## src/rtl/remex_link.sv

```systemverilog
// Generic circular FIFO: registered pointers/count, read data combinational from the head.
// Push when full is dropped unless paired with a pop; empty push+pop passes the word through.
module remex_fifo #(
    parameter int W          = 8,
    parameter int DEPTH_LOG2 = 2
) (
    input  logic         core_clk,
    input  logic         arst_n,
    input  logic         push,
    input  logic [W-1:0] push_dat,
    input  logic         pop,
    output logic [W-1:0] pop_dat,
    output logic         full,
    output logic         empty
);
    localparam int DEPTH = 1 << DEPTH_LOG2;
    localparam logic [DEPTH_LOG2:0] FULL_CNT = (DEPTH_LOG2 + 1)'(DEPTH);

    logic [W-1:0]          mem [DEPTH];
    logic [DEPTH_LOG2-1:0] wr_ptr;
    logic [DEPTH_LOG2-1:0] rd_ptr;
    logic [DEPTH_LOG2:0]   count;
    logic                  do_push;
    logic                  do_pop;

    assign empty   = (count == '0);
    assign full    = (count == FULL_CNT);
    assign do_push = push & (~full | pop);
    assign do_pop  = pop & (~empty | push);
    assign pop_dat = empty ? push_dat : mem[rd_ptr];

    always_ff @(posedge core_clk or negedge arst_n) begin
        if (!arst_n) begin
            wr_ptr <= '0;
            rd_ptr <= '0;
            count  <= '0;
        end else begin
            if (do_push) wr_ptr <= wr_ptr + 1'b1;
            if (do_pop)  rd_ptr <= rd_ptr + 1'b1;
            case ({do_push, do_pop})
                2'b10:   count <= count + 1'b1;
                2'b01:   count <= count - 1'b1;
                default: count <= count;
            endcase
        end
    end

    always_ff @(posedge core_clk) begin
        if (do_push) mem[wr_ptr] <= push_dat;
    end
endmodule

// Wishbone 16-bit slave bridging CPU registers to an 8N1 serial link via TX/RX FIFOs.
// ack one clock after strobe (every second cycle back-to-back); TX drops on full FIFO, RX drops on full FIFO.
module remex_link #(
    parameter logic [15:0] DIV_RESET  = 16'd7,
    parameter int          DEPTH_LOG2 = 2
) (
    input  logic        clk_i,
    input  logic        reset_in,
    input  logic        cyc_i,
    input  logic        stb_i,
    input  logic        we_i,
    input  logic [1:0]  adr_i,
    input  logic [1:0]  sel_i,
    input  logic [15:0] dat_i,
    output logic [15:0] dat_o,
    output logic        ack_o,
    output logic        tx_o,
    input  logic        rx_i
);
    typedef enum logic [1:0] {TX_IDLE, TX_START, TX_DATA, TX_STOP} tx_state_t;
    typedef enum logic [2:0] {RX_IDLE, RX_START, RX_DATA, RX_STOP, RX_WAIT} rx_state_t;

    logic        access;
    logic        req_we;
    logic [1:0]  req_adr;
    logic [1:0]  req_sel;
    logic [15:0] req_dat;
    logic        rx_pop_pend;
    logic [15:0] rd_mux;
    logic [15:0] status;
    logic [15:0] div;
    logic        rx_ovf, tx_ovf, frame_err;

    logic        wr_stb, tx_push, rx_pop, st_clr;
    logic        tx_pop, tx_full, tx_empty;
    logic [7:0]  tx_head;
    logic        rx_push, rx_full, rx_empty;
    logic [7:0]  rx_head;

    tx_state_t   tx_state, tx_state_n;
    logic [15:0] tx_timer, tx_timer_n;
    logic [2:0]  tx_bit, tx_bit_n;
    logic [7:0]  tx_shift, tx_shift_n;
    logic        tx_o_n;

    rx_state_t   rx_state, rx_state_n;
    logic [15:0] rx_timer, rx_timer_n;
    logic [2:0]  rx_bit, rx_bit_n;
    logic [7:0]  rx_shift, rx_shift_n;
    logic        rx_meta, rx_s, rx_prev;
    logic        rx_ovf_set, ferr_set;

    // Bus request is captured on the strobe edge; its side effects land in the ack cycle.
    assign access  = cyc_i & stb_i & ~ack_o;
    assign wr_stb  = ack_o & req_we;
    assign tx_push = wr_stb & (req_adr == 2'd0) & req_sel[0];
    assign st_clr  = wr_stb & (req_adr == 2'd1) & req_sel[0];
    assign rx_pop  = ack_o & rx_pop_pend;

    assign status = {10'd0, frame_err, tx_ovf, rx_ovf,
                     (tx_state == TX_IDLE) & tx_empty, tx_full, ~rx_empty};

    always_comb begin
        rd_mux = 16'd0;
        case (adr_i)
            2'd0:    if (!rx_empty) rd_mux = {8'h00, rx_head};
            2'd1:    rd_mux = status;
            2'd2:    rd_mux = div;
            default: rd_mux = 16'd0;
        endcase
    end

    always_ff @(posedge clk_i or negedge reset_in) begin
        if (!reset_in) begin
            ack_o       <= 1'b0;
            dat_o       <= 16'd0;
            req_we      <= 1'b0;
            req_adr     <= 2'd0;
            req_sel     <= 2'd0;
            req_dat     <= 16'd0;
            rx_pop_pend <= 1'b0;
        end else begin
            ack_o       <= access;
            dat_o       <= (access & ~we_i) ? rd_mux : 16'd0;
            rx_pop_pend <= access & ~we_i & (adr_i == 2'd0) & ~rx_empty;
            if (access) begin
                req_we  <= we_i;
                req_adr <= adr_i;
                req_sel <= sel_i;
                req_dat <= dat_i;
            end
        end
    end

    always_ff @(posedge clk_i or negedge reset_in) begin
        if (!reset_in) begin
            div       <= DIV_RESET;
            rx_ovf    <= 1'b0;
            tx_ovf    <= 1'b0;
            frame_err <= 1'b0;
        end else begin
            if (wr_stb && req_adr == 2'd2) begin
                if (req_sel[0]) div[7:0]  <= req_dat[7:0];
                if (req_sel[1]) div[15:8] <= req_dat[15:8];
            end
            // A new error event wins over a clear issued in the same cycle.
            rx_ovf    <= rx_ovf_set | (rx_ovf & ~(st_clr & req_dat[3]));
            tx_ovf    <= (tx_push & tx_full & ~tx_pop) | (tx_ovf & ~(st_clr & req_dat[4]));
            frame_err <= ferr_set | (frame_err & ~(st_clr & req_dat[5]));
        end
    end

    remex_fifo #(.W(8), .DEPTH_LOG2(DEPTH_LOG2)) u_tx_fifo (
        .core_clk (clk_i),
        .arst_n   (reset_in),
        .push     (tx_push),
        .push_dat (req_dat[7:0]),
        .pop      (tx_pop),
        .pop_dat  (tx_head),
        .full     (tx_full),
        .empty    (tx_empty)
    );

    remex_fifo #(.W(8), .DEPTH_LOG2(DEPTH_LOG2)) u_rx_fifo (
        .core_clk (clk_i),
        .arst_n   (reset_in),
        .push     (rx_push),
        .push_dat (rx_shift_n),
        .pop      (rx_pop),
        .pop_dat  (rx_head),
        .full     (rx_full),
        .empty    (rx_empty)
    );

    always_ff @(posedge clk_i or negedge reset_in) begin
        if (!reset_in) begin
            tx_state <= TX_IDLE;
            tx_timer <= 16'd0;
            tx_bit   <= 3'd0;
            tx_shift <= 8'd0;
            tx_o     <= 1'b1;
        end else begin
            tx_state <= tx_state_n;
            tx_timer <= tx_timer_n;
            tx_bit   <= tx_bit_n;
            tx_shift <= tx_shift_n;
            tx_o     <= tx_o_n;
        end
    end

    always_comb begin
        tx_state_n = tx_state;
        tx_timer_n = tx_timer;
        tx_bit_n   = tx_bit;
        tx_shift_n = tx_shift;
        tx_pop     = 1'b0;
        case (tx_state)
            TX_IDLE: begin
                if (!tx_empty) begin
                    tx_pop     = 1'b1;
                    tx_shift_n = tx_head;
                    tx_timer_n = div;
                    tx_state_n = TX_START;
                end
            end
            TX_START: begin
                if (tx_timer == 16'd0) begin
                    tx_state_n = TX_DATA;
                    tx_timer_n = div;
                    tx_bit_n   = 3'd0;
                end else begin
                    tx_timer_n = tx_timer - 16'd1;
                end
            end
            TX_DATA: begin
                if (tx_timer == 16'd0) begin
                    tx_timer_n = div;
                    if (tx_bit == 3'd7) begin
                        tx_state_n = TX_STOP;
                    end else begin
                        tx_bit_n   = tx_bit + 3'd1;
                        tx_shift_n = {1'b0, tx_shift[7:1]};
                    end
                end else begin
                    tx_timer_n = tx_timer - 16'd1;
                end
            end
            TX_STOP: begin
                if (tx_timer == 16'd0) tx_state_n = TX_IDLE;
                else                   tx_timer_n = tx_timer - 16'd1;
            end
            default: tx_state_n = TX_IDLE;
        endcase
        // Line level is registered from the next state so tx_o is glitch-free.
        case (tx_state_n)
            TX_START: tx_o_n = 1'b0;
            TX_DATA:  tx_o_n = tx_shift_n[0];
            default:  tx_o_n = 1'b1;
        endcase
    end

    always_ff @(posedge clk_i or negedge reset_in) begin
        if (!reset_in) begin
            rx_meta  <= 1'b1;
            rx_s     <= 1'b1;
            rx_prev  <= 1'b1;
            rx_state <= RX_IDLE;
            rx_timer <= 16'd0;
            rx_bit   <= 3'd0;
            rx_shift <= 8'd0;
        end else begin
            rx_meta  <= rx_i;
            rx_s     <= rx_meta;
            rx_prev  <= rx_s;
            rx_state <= rx_state_n;
            rx_timer <= rx_timer_n;
            rx_bit   <= rx_bit_n;
            rx_shift <= rx_shift_n;
        end
    end

    always_comb begin
        rx_state_n = rx_state;
        rx_timer_n = rx_timer;
        rx_bit_n   = rx_bit;
        rx_shift_n = rx_shift;
        rx_push    = 1'b0;
        ferr_set   = 1'b0;
        case (rx_state)
            RX_IDLE: begin
                if (rx_prev && !rx_s) begin
                    rx_state_n = RX_START;
                    // (DIV+1)/2 clocks to mid start bit, expressed as a reload value.
                    rx_timer_n = (div - 16'd1) >> 1;
                end
            end
            RX_START: begin
                if (rx_timer == 16'd0) begin
                    if (rx_s) begin
                        rx_state_n = RX_IDLE;
                    end else begin
                        rx_state_n = RX_DATA;
                        rx_timer_n = div;
                        rx_bit_n   = 3'd0;
                    end
                end else begin
                    rx_timer_n = rx_timer - 16'd1;
                end
            end
            RX_DATA: begin
                if (rx_timer == 16'd0) begin
                    rx_shift_n = {rx_s, rx_shift[7:1]};
                    rx_timer_n = div;
                    if (rx_bit == 3'd7) rx_state_n = RX_STOP;
                    else                rx_bit_n   = rx_bit + 3'd1;
                end else begin
                    rx_timer_n = rx_timer - 16'd1;
                end
            end
            RX_STOP: begin
                if (rx_timer == 16'd0) begin
                    if (rx_s) begin
                        rx_push    = 1'b1;
                        rx_state_n = RX_IDLE;
                    end else begin
                        ferr_set   = 1'b1;
                        rx_state_n = RX_WAIT;
                    end
                end else begin
                    rx_timer_n = rx_timer - 16'd1;
                end
            end
            RX_WAIT: begin
                if (rx_s) rx_state_n = RX_IDLE;
            end
            default: rx_state_n = RX_IDLE;
        endcase
        rx_ovf_set = rx_push & rx_full & ~rx_pop;
    end
endmodule

```

## config.mk

```make
export PLATFORM = sky130hd
export DESIGN_NAME = remex_link
export DESIGN_NICKNAME = d
export VERILOG_FILES = /design/src/rtl/remex_link.sv
export SDC_FILE = /design/constraint.sdc
export NUM_CORES = 1
export LEC_CHECK = 0
export CAP_MARGIN = 20
export CORE_UTILIZATION = 50
export DETAILED_ROUTE_END_ITERATION = 6
export GPL_ROUTABILITY_DRIVEN = 0
export PLACE_DENSITY = 0.66
export RECOVER_POWER = 25
export SYNTH_ARGS = -nofsm -noshare
export SYNTH_HDL_FRONTEND = slang
export SYNTH_HIERARCHICAL = 1
export SYNTH_SLANG_ARGS = --single-unit
```

## constraint.sdc

```tcl
create_clock -name clk_i -period 5.53 [get_ports clk_i]
set_clock_uncertainty 0.15 [all_clocks]
set_input_delay 0.8295 -clock clk_i [delete_from_list [all_inputs] [get_ports clk_i]]
set_output_delay 0.8295 -clock clk_i [all_outputs]
set_load 0.1 [all_outputs]
```

==> results of run 1 <==
==> flip-flops by register name, summed over array words and instances (netlist names), 3 cells and up <==
register	cells
u_rx_fifo/mem	32
tx_shift	8
div	16
rx_bit	3
rx_shift	8
u_tx_fifo/mem	32
u_tx_fifo/count	3
dat_o	16
tx_bit	3
tx_timer	16
req_dat	16
rx_state	3
u_rx_fifo/count	3
rx_timer	16
==> path summary, 6_finish.rpt <==
| path | from | end | slack (ps) | cells after the start |
|---|---|---|---|---|
| worst min register to register | rx_meta$_DFF_PN1_ | rx_s$_DFF_PN1_ | 210 | 0 |
| max in group asynchronous | reset_in | div[15]$_DFFE_PN0P_ | 3820 | 2 |
| min in group asynchronous | reset_in | rx_timer[9]$_DFFE_PN0P_ | 300 | 1 |
| worst max-delay path | rx_timer[12]$_DFFE_PN0P_ | u_rx_fifo/count[2]$_DFFE_PN0P_ | 2080 | 11 |
| worst max register to register | rx_timer[12]$_DFFE_PN0P_ | u_rx_fifo/count[2]$_DFFE_PN0P_ | 2080 | 11 |
| worst min-delay path | rx_meta$_DFF_PN1_ | rx_s$_DFF_PN1_ | 210 | 0 |
==> final cells by class <==
| type | count | share of cell area |
|---|---|---|
| clock buffer | 17 | 0.0390 |
| tap | 260 | 0.0298 |
| timing repair buffer | 47 | 0.0428 |
| inverter | 32 | 0.0110 |
| clock inverter | 15 | 0.0187 |
| multi-input combinational | 568 | 0.372 |
| sequential | 199 | 0.487 |
==> metal layers <==
layer,track usage,share of wire,vias up
met5,0,0,-
met4,0.0892,0.017,0
met3,0.0357,0.034,27
met2,0.381,0.50,149
met1,0.303,0.45,3323
li1,-,-,3098
==> stage by stage <==
stage	hold slack (ps)	setup WS, ps	cells	utilization
6_report	214	2080	1138	0.579
5_1_grt	223	1840	1138	0.579
4_1_cts	209	2080	1136	0.578
3_5_place_dp	197	2110	1104	0.545
3_3_place_gp	196	2210	1104	0.545
2_1_floorplan	195	2470	839	-
==> cell usage in the layout, fill, tap and decap left out, types with 5 or more instances in the layout <==
cell and instances:
a21o_1 6, a21oi_1 25, a221oi_1 12, a22o_1 8, a22oi_1 18, and2_1 10, and2_2 8, clkbuf_16 17
clkdlybuf4s50_1 41, clkinv_8 6, dfrtp_1 128, dfstp_2 6, edfxtp_1 64, ha_1 23, inv_1 32, mux2_2 41
mux4_2 16, nand2_1 128, nand3_1 14, nand3b_1 5, nor2_1 59, nor3_1 13, nor3b_1 5, nor4_1 8
o211ai_1 6, o21ai_0 40, or3_1 5, xnor2_1 11, xor2_1 11
==> cells by family after synthesis <==
group / after synthesis / share of synthesized area
adder cells (fa/ha/maj): 25 / 0.0339
AND/OR/NAND/NOR: 295 / 0.156
buffers and inverters: 72 / 0.0322
multiplexers: 61 / 0.0901
AO/OA/AOI/OAI: 165 / 0.120
XOR/XNOR: 22 / 0.0199
flip-flops: 199 / 0.549
==> power groups by stage <==
stage | Clock (mW) | Sequential [mW] | Combinational (mW)
5_1_grt | 1.37 | 2.05 | 1.54
6_report | 1.28 | 2.02 | 1.39
4_1_cts | 1.31 | 2.02 | 1.39
3_3_place_gp | 0 | 2.03 | 1.31
2_1_floorplan | 0 | 1.95 | 1.10
3_5_place_dp | 0 | 2.04 | 1.37
==> worst max-delay path, delay by kind of cell, from the launching register on <==
family	cells	cell delay (ps)
compound gates	1	200
xor+xnor	2	300
fa+ha+maj	2	570
buf+inv	1	70
flops	1	400
simple gates	5	1690
==> impl_metrics.py, run 1 <==
metrics = {
    "yosys": {
        "avgSynthCellArea_um2": 11.5,
        "ys_warn_count": 6,
        "synth.area.top_cells": "dfrtp_1, edfxtp_1, nand2_1",
        "syn_area_um2": 9680,
        "ys.flop_type": "dfrtp_1",
        "ys_seq_elements": 199,
        "synth_cell_types": 82,
        "seq_area_frac_synth": 0.549,
        "async_flop_share": 0.678,
        "ys_top_cells_by_count": "dfrtp_1, nand2_1, edfxtp_1, nor2_1, mux2_2",
        "synth_nets": 890,
        "synth_top_area_cell": "dfrtp_1",
        "synth_edf_count": 64,
        "syn_inst": 839,
        "synth.top_cell.area_share": 0.331,
    },
    "die": {
        "rows": 50,
        "initial_core_util": 0.514,
        "die_x_um": 141,
        "core_area_um2": 18800,
        "die_y_um": 141,
        "floorplan.die_area_um2": 19900,
        "pin_count": 44,
    },
    "job": {
        "drv_cap": 0,
    },
    "route": {
        "dr.pass1.iters": 5,
        "routedWlPerCell_um": 18.9,
        "drcViolationCount": 0,
        "drtAntennaViolNets": 0,
        "vias": 6597,
        "drt_iter0_markers": 546,
        "wl_um": 21500,
        "vias_per_cell": 5.80,
    },
    "global_routing": {
        "grt_use_total": 0.229,
        "grt_first_pass_wirelength_um": 34700,
        "grt_pass1_vias": 6646,
        "grt_max_degree": 88,
        "grt-ovfl-total": 0,
        "antenna_found_initial": 0,
    },
    "worst_setup_path": {
        "cp.required_ps": 5750,
        "cp_cell_sequence": "or4_1 > nor2_1 > and2_1 > and3_1 > o41a_2 > ha_1 > inv_1 > fa_1 > xor2_1 > nor2_1 > xor2_1",
        "arrival_ps": 3670,
        "path_class": "flop to flop",
        "slowest_delay_ps": 630,
        "end_kind": "flop",
        "cpMaxStageDelayCell": "or4_1",
        "critPathMaxFanout": 7,
        "worstSetupStartpointType": "flop",
    },
    "clock_tree": {
        "cts-root-buf": "clkbuf_16",
        "hold_buffers": 0,
        "worstSkewPairLatency_ps": 440,
        "cts_tree": "done",
        "cts_max_path_buffers": 2,
        "htree_levels": 4,
        "cts.sinks": 199,
        "postCtsSetupBuffers": 0,
        "path_clk_slew_ps": 80,
        "post_cts_resized": 0,
        "cts_made_buffers": 17,
    },
    "sta": {
        "finalHoldViolCount": 0,
        "max_freq_mhz": 290,
        "rsz0062_at_grt": "no",
        "fin_crit_sh": 0.625,
        "slew_violations": 0,
        "min_period_ps": 3450,
        "setup_violations": 0,
        "max-slew-margin-rel": 0.341,
        "worstMarginPinSlew_ps": 985,
        "finalSetupTns_ps": 0,
    },
    "cells_and_area": {
        "nNetsFinal": 916,
        "syn_to_final_growth_pct": 12.7,
        "diodes": 0,
        "drive_gt1_frac": 0.149,
        "multi_input_area_um2": 4060,
        "final_cell_area_um2": 10900,
        "num-fill-cells": 1554,
        "regArea_um2": 5310,
    },
    "placement": {
        "postPlaceCellArea_um2": 10300,
        "io_buffers": 43,
        "dp_hpwl_um": 14600,
    },
    "pwr": {
        "netSwitchingPower_mw": 1.72,
        "power_density_nw_per_um2": 430,
        "p_leak_nw": 4.60,
        "p_total_mw": 4.69,
        "seq_power_share": 0.431,
        "power.internal_mw": 2.97,
        "pwr-share-clk": 0.272,
        "combPwrFrac": 0.297,
        "peakVddDrop_mv": 0.224,
        "swShare": 0.367,
    },
    "hold_path": {
        "min-delay-path-class": "flop to flop",
    },
    "run_status": {
        "status": "finished clean",
    },
}
Power figures use the tool's default switching activity.
==> run 2, diff against run 1 <==
clock period = 3.4 ns   (was 5.53 ns; I/O delays follow)
==> run 2 against run 1 <==
  * The run now ends with max-capacitance violations, max-slew violations left
  * Clock power grew 57%
  * Final cell count up 1.1%
  * Total power rose by 63%
  * Count of clock-buffer cells in the layout increased by 1
  * Sequential share of layout area is 0.17 points lower
  * Global-route usage up 0.86 points
  * Setup slack worse by 1900 ps
  * Largest cell class unchanged
==> impl_metrics.py, run 2 (synthesis results as in run 1) <==
metrics = {
    "sta": {
        "slew_violations": 64,
        "finalWorstSetupSlack_ps": 179,
        "max_freq_mhz": 310,
        "rsz0062_at_grt": "no",
        "setup_violations": 0,
        "max-slew-margin-rel": -0.105,
        "worstMarginPinSlew_ps": 1660,
        "finalSetupTns_ps": 0,
        "fin_crit_sh": 0.947,
        "min_period_ps": 3220,
        "fin_hold_ws_ps": 216,
        "finalHoldViolCount": 0,
    },
    "clock_tree": {
        "cts_max_path_buffers": 2,
        "path_clk_slew_ps": 90,
        "htree_levels": 4,
        "worstSkewPairLatency_ps": 450,
        "cts_made_buffers": 17,
        "cts-root-buf": "clkbuf_16",
        "postCtsSetupBuffers": 0,
        "post_cts_resized": 0,
        "hold_buffers": 1,
        "cts_tree": "done",
        "cts.sinks": 199,
    },
    "worst_setup_path": {
        "worstRegToRegCells": 11,
        "startpoint": "rx_timer[7]$_DFFE_PN0P_",
        "timing.reg2reg.setup_slack_ps": 180,
        "critPathMaxFanout": 6,
        "rr_startpoint": "rx_timer[7]$_DFFE_PN0P_",
        "worst-path-buf-inv": 1,
        "r2r_end": "u_rx_fifo/count[2]$_DFFE_PN0P_",
        "cp.depth": 11,
        "worstSetupStartpointType": "flop",
        "cp-endpoint": "u_rx_fifo/count[2]$_DFFE_PN0P_",
        "cp.required_ps": 3610,
        "path_delay_family": "simple AND/OR/NAND/NOR gates",
        "slowest_delay_ps": 530,
        "arrival_ps": 3440,
        "cp_cell_sequence": "or4_1 > and4bb_4 > and2_1 > and3_1 > o41a_2 > ha_1 > inv_1 > fa_1 > xor2_1 > nor2_1 > xor2_1",
        "end_kind": "flop",
        "cpMaxStageDelayCell": "or4_1",
        "path_class": "flop to flop",
        "cpMostUsedCell": "xor2_1",
    },
    "die": {
        "rows": 50,
        "floorplan.die_area_um2": 19900,
        "initial_core_util": 0.514,
        "die_y_um": 141,
        "die_x_um": 141,
        "core_area_um2": 18800,
        "pin_count": 44,
    },
    "route": {
        "drtAntennaViolNets": 0,
        "drt_iter0_markers": 590,
        "dr.pass1.iters": 5,
        "vias_per_cell": 5.90,
        "vias": 6796,
        "wl_um": 22300,
        "drcViolationCount": 0,
        "routedWlPerCell_um": 19.4,
    },
    "pwr": {
        "peakVddDrop_mv": 0.335,
        "p_leak_nw": 4.65,
        "p_total_mw": 7.63,
        "power_density_nw_per_um2": 698,
    },
    "global_routing": {
        "grt_first_pass_wirelength_um": 36200,
        "grt_use_total": 0.238,
        "grt-ovfl-total": 0,
        "antenna_found_initial": 0,
        "grt_max_degree": 73,
        "grt_pass1_vias": 6934,
    },
    "cells_and_area": {
        "syn_to_final_growth_pct": 13.1,
        "diodes": 0,
        "num-fill-cells": 1529,
        "reg.largest.list": "u_rx_fifo/mem x32, u_tx_fifo/mem x32",
        "nNetsFinal": 929,
        "drive_gt1_frac": 0.167,
        "mostFrequentLayoutCells": "nand2_1, dfrtp_1, edfxtp_1",
        "final_cell_area_um2": 10900,
    },
    "run_status": {
        "violations": "max-capacitance violations, max-slew violations",
        "status": "finished with violations",
    },
    "placement": {
        "io_buffers": 43,
        "post-place-ws_ps": 220,
        "dp_hpwl_um": 15200,
        "postPlaceCellArea_um2": 10400,
    },
    "job": {
        "drv_cap": 1,
    },
    "hold_path": {
        "hold_depth": 0,
        "min-delay-path-class": "flop to flop",
    },
}
==> run 2: layout make-up <==
type | instances | area, um^2 | area share
sequential | 199 | 5310 | 0.485
multi-input combinational | 568 | 4060 | 0.371
timing repair buffer | 60 | 551 | 0.0503
clock buffer | 18 | 429 | 0.0392
tap | 260 | 325 | 0.0297
clock inverter | 14 | 154 | 0.0141
inverter | 32 | 120 | 0.0110
==> run 2: metal layers <==
metal | track usage | part of all wire | wire (um) | vias to the layer above
met2 | 0.409 | 0.50 | 11200 | 209
met5 | 0 | 0 | 0 | -
met1 | 0.301 | 0.43 | 9610 | 3424
met3 | 0.0336 | 0.041 | 917 | 44
li1 | - | - | - | 3119
met4 | 0.101 | 0.028 | 622 | 0
==> run 2: through the flow <==
step,utilization,cells
after floorplan,-,839
after global placement,0.550,1118
after detailed placement,0.550,1118
after CTS,0.582,1151
after global routing,0.581,1151
final,0.581,1151
==> run 2: power breakdown <==
| part | switching (mW) | total [mW] | internal [mW] |
|---|---|---|---|
| combinational | 1.37 | 2.37 | 1.00 |
| clock | 1.01 | 2.01 | 0.991 |
| sequential | 0.441 | 3.26 | 2.82 |
| total | 2.82 | 7.63 | 4.81 |
==> run 2: worst min path at each step <==
stage,endpoint,start
2_1_floorplan,ack_o$_DFF_PN0_,reset_in
3_3_place_gp,rx_s$_DFF_PN1_,rx_meta$_DFF_PN1_
3_5_place_dp,rx_s$_DFF_PN1_,rx_meta$_DFF_PN1_
4_1_cts,rx_s$_DFF_PN1_,rx_meta$_DFF_PN1_
5_1_grt,rx_s$_DFF_PN1_,rx_meta$_DFF_PN1_
6_report,rx_s$_DFF_PN1_,rx_meta$_DFF_PN1_
==> run 2: worst register-to-register path: cells and delay by family, from the launching register on <==
kind | cells | cell delay, ps
AOI/OAI and AO/OA | 1 | 210
xor gates and xnor gates | 2 | 300
adders and majority gates | 2 | 550
buffers and inverters | 1 | 60
DFF | 1 | 420
and+or+nand+nor | 5 | 1440
==> variant 1 (flow settings as in run 1) <==
Take the reset off `dat_o` and load it in a clocked block of its own.
--- a/src/rtl/remex_link.sv
+++ b/src/rtl/remex_link.sv
@@ -125,7 +125,6 @@
     always_ff @(posedge clk_i or negedge reset_in) begin
         if (!reset_in) begin
             ack_o       <= 1'b0;
-            dat_o       <= 16'd0;
             req_we      <= 1'b0;
             req_adr     <= 2'd0;
             req_sel     <= 2'd0;
@@ -133,7 +132,6 @@
             rx_pop_pend <= 1'b0;
         end else begin
             ack_o       <= access;
-            dat_o       <= (access & ~we_i) ? rd_mux : 16'd0;
             rx_pop_pend <= access & ~we_i & (adr_i == 2'd0) & ~rx_empty;
             if (access) begin
                 req_we  <= we_i;
@@ -142,6 +140,10 @@
                 req_dat <= dat_i;
             end
         end
+    end
+
+    always_ff @(posedge clk_i) begin
+        dat_o <= (access & ~we_i) ? rd_mux : 16'd0;
     end
 
     always_ff @(posedge clk_i or negedge reset_in) begin
Check against the original RTL: not equivalent (a bounded check fails within 4 cycles, from zero or initial values and one cycle with reset_in low).
==> variant 1 against run 1 <==
Cell count decreased by 0.79%. Sequential share of layout area shrank 0.27 points. Synthesized area is 0.57% lower. Routed wire length increased by 6.8%. Sequential cell count unchanged. Critical path type unchanged. Worst hold slack gained 0.0017 ns. Final area fell by 0.95%. Setup slack lost 0.55 ns. Critical path depth increased by 1. Total power increased by 1.3%. Highest routed layer unchanged.
==> variant 1: results (changes against run 1) <==
[grt]
met3_usage=0.0374  ; +0.00170
met2_usage=0.394  ; +0.0134
grt_max_degree=69  ; -22%
grtUsageMet1=0.345  ; +0.0418
grtUsageTotal=0.246  ; +0.0163
grt_pass1_wl_mm=37.1  ; +6.8%
grt_pass1_vias=6795  ; +2.2%

[route]
routedWlPerCell_um=20.3  ; +7.6%
dr_wl_met3_mm=1.22  ; +65%
drtIter0Drc=723  ; +32%
routed-wl-met2_mm=10.9  ; +2.0%
drt-met1-wl_mm=10.3  ; +6.7%
via_count=6936  ; +5.1%

[place]
placed_area_sq_um=10200  ; -0.56%
hpwl_mm=15.3  ; +5.0%

[logic_synthesis]
synth_commonest_cells=nand2_1 (119), dfrtp_1 (112), edfxtp_1 (64)
synthCells=851  ; +1.4%
yosys-top-cells-area=dfrtp_1 (29%), edfxtp_1 (20%), mux2_2 (4.9%)
synth_xor_area_frac=0.0200  ; +0.000114
syn_nets=901  ; +1.2%
ys_seq_area_frac=0.543  ; -0.00518
synth_cell_types=85  ; +3.7%
synthMuxAreaShare=0.0928  ; +0.00273
synthAdderAreaFrac=0.0328  ; -0.00111

[finish]
fin_cells=1129  ; -0.79%

[worst_setup_path]
arrival_ns=4.19  ; +0.52 ns
worstSetupStartpoint=rx_timer[0]$_DFFE_PN0P_
slowest_delay_ns=0.68  ; +0.05 ns
worstRegToRegCells=12  ; +1
r2r_slack_ns=1.52  ; -0.55 ns

[power_and_ir_drop]
p_switching_uw=1750  ; +1.5%
combPwrFrac=0.317  ; +0.020
p_leak_uw=0.00449  ; -2.4%
peakVddDrop_v=0.000314  ; +40%

[outcome]
status=finished clean

[sta]
slew_headroom=0.328  ; -0.0129

[variant 1: cell types whose count changed after synthesis, sizes merged, moves of 10 or more]
cell / before / now
dfrtp: 128 / 112
nand2: 129 / 119
a221oi: 12 / 2
dfxtp: 0 / 16
nor3: 16 / 28
o21ai: 46 / 60
[variant 1: area by class of cell]
| cell class | instances | share of cell area |
|---|---|---|
| clock buffer | 19 | 0.0401 |
| inverter | 29 | 0.0101 |
| sequential | 199 | 0.484 |
| tap | 234 | 0.0271 |
| timing repair buffer | 51 | 0.0447 |
| multi-input combinational | 584 | 0.381 |
| clock inverter | 13 | 0.0134 |
[variant 1: worst max path at each step]
stage	to	slack, ns	cells after the start
after CTS	dat_o[2]$_SDFF_PN0_	1.60	12
after global routing	dat_o[1]$_SDFF_PN0_	1.32	12
after detailed placement	dat_o[2]$_SDFF_PN0_	1.62	12
final	dat_o[2]$_SDFF_PN0_	1.52	12
after global placement	dat_o[2]$_SDFF_PN0_	1.78	12
after floorplan	dat_o[2]$_SDFF_PN0_	2.05	14
[variant 1: worst register-to-register path, stage by stage, from the launching register on]
cell and delay (ns):
dfrtp_1 0.45, inv_1 0.11, ha_1 0.20, nor3b_1 0.49
nand3_2 0.31, or2_1 0.43, or4b_4 0.68, mux2_2 0.36
mux2_2 0.28, a22oi_1 0.14, nor2_1 0.06, a31oi_1 0.17
nor2_1 0.06
[variant 1: stage by stage]
stage | util | worst slack, ns | total power (uW)
2_1_floorplan | - | 2.05 | 3140
3_3_place_gp | 0.543 | 1.78 | 3470
3_5_place_dp | 0.543 | 1.62 | 3530
4_1_cts | 0.574 | 1.60 | 4750
5_1_grt | 0.576 | 1.32 | 5030
6_report | 0.576 | 1.52 | 4750
==> variant 2 (flow settings as in run 1) <==
Made on the original files. `DEPTH_LOG2` is set to 2 in 2 places; all go to 3.
--- a/src/rtl/remex_link.sv
+++ b/src/rtl/remex_link.sv
@@ -2,7 +2,7 @@
 // Push when full is dropped unless paired with a pop; empty push+pop passes the word through.
 module remex_fifo #(
     parameter int W          = 8,
-    parameter int DEPTH_LOG2 = 2
+    parameter int DEPTH_LOG2 = 3
 ) (
     input  logic         core_clk,
     input  logic         arst_n,
@@ -54,7 +54,7 @@
 // ack one clock after strobe (every second cycle back-to-back); TX drops on full FIFO, RX drops on full FIFO.
 module remex_link #(
     parameter logic [15:0] DIV_RESET  = 16'd7,
-    parameter int          DEPTH_LOG2 = 2
+    parameter int          DEPTH_LOG2 = 3
 ) (
     input  logic        clk_i,
     input  logic        reset_in,
Function: no difference found for any inputs over 4 cycles, from zero or initial values and one cycle with reset_in low; that may be too few to reach the edited logic, so the function may still have changed.
==> variant 2 against run 1 <==
The run now ends with capacitance limit, slew limit left. Sequential cell count grew 70. Routed wire length rose by 32%. Final area rose by 32%. Worst hold slack improved by 0.0059 ns. Setup slack lost 0.28 ns. Clock power is 55% higher. Total power up 39%. Synthesized area is 32% higher. Critical path type unchanged. Largest cell class unchanged. Largest power group unchanged.
==> variant 2: results (changes against run 1) <==
[grt]
grt_max_degree=101  ; +15%
grtUsageTotal=0.219  ; -0.0100

[worst_setup_path]
slowest_delay_ns=0.84  ; +0.21 ns
critPathBufInv=0  ; -1
worstSetupStartpoint=rx_timer[3]$_DFFE_PN0P_
worstRegToRegCells=6  ; -5
cp_max_fo=10  ; +3
crit_slowest_cell=nor3_1
arrival_ns=3.74  ; +0.07 ns

[logic_synthesis]
synth_commonest_cells=nand2_1 (146), dfrtp_1 (134), edfxtp_1 (128)
yosys-top-cells-area=edfxtp_1 (30%), dfrtp_1 (26%), mux2_2 (4.8%)
synth_compound_area_frac=0.124  ; +0.00396
async_flop_share=0.524  ; -0.154
synth_xor_area_frac=0.0171  ; -0.00279
synth_edf_count=128  ; +100%
synth_cell_types=75  ; -8.5%

[finish]
largestRegisters=u_rx_fifo/mem (64), u_tx_fifo/mem (64)
nonClkBufAreaFrac=0.0351  ; -0.00767
seq_share=0.513  ; +0.0261
inverters=27  ; -16%
multiInputGateArea_sq_um=5020  ; +24%
multi_input_cells=759  ; +34%
buffers=54  ; +15%
clk_share=0.0675  ; +0.00984
n_fill_cell=2082  ; +34%
drive_above_1_share=0.127  ; -0.0223

[route]
drtIter0Drc=710  ; +30%
routed_via_density=5.83  ; +0.61%
totalWireLength_mm=28.3  ; +32%
dr.pass1.iters=6  ; +1

[outcome]
status=finished with violations
violations=capacitance limit, slew limit

[power_and_ir_drop]
peakVddDrop_v=0.000261  ; +17%
p_leak_uw=0.00560  ; +22%

[sta]
worstMarginPinSlew_ns=2.51  ; +1.52 ns
maxSlewViolCount=101  ; +101

[clock_tree]
clk_latency_ns=0.54  ; +0.10 ns
htree_num_levels=1  ; -3
clk_path_buf_depth=3  ; +1

[die]
fp-row-count=58  ; +16%

[job]
maxCapViolCount=1  ; +1

[place]
hpwl_mm=18.7  ; +29%
placed_area_sq_um=13400  ; +31%

-- variant 2: cell count changes after synthesis, sizes merged, moves of 17 or more --
cell    before  now
a21oi       25   47
nor2        59   83
o21ai       46   81
mux2i        2   40
nand2      129  146
edfxtp      64  128
-- variant 2: per-stage QoR --
step,hold slack [ns],instances,setup slack [ns]
CTS,0.216,1485,1.81
global placement,0.196,1436,1.92
floorplan,0.195,1109,2.20
detailed placement,0.198,1436,1.82
global route,0.222,1488,1.51
finish,0.220,1488,1.80
-- variant 2: routing by layer --
layer	track usage	up-vias	share of wire
met3	0.0337	40	0.054
met5	0	-	0
met4	0.0502	0	0.019
li1	-	4143	-
met2	0.345	232	0.46
met1	0.321	4264	0.46
-- variant 2: power breakdown --
group / switching (uW) / internal, uW / total [uW] / leakage (uW)
sequential: 334 / 2350 / 2680 / 0.00293
combinational: 1070 / 767 / 1840 / 0.00221
clock: 768 / 1220 / 1990 / 0.000464
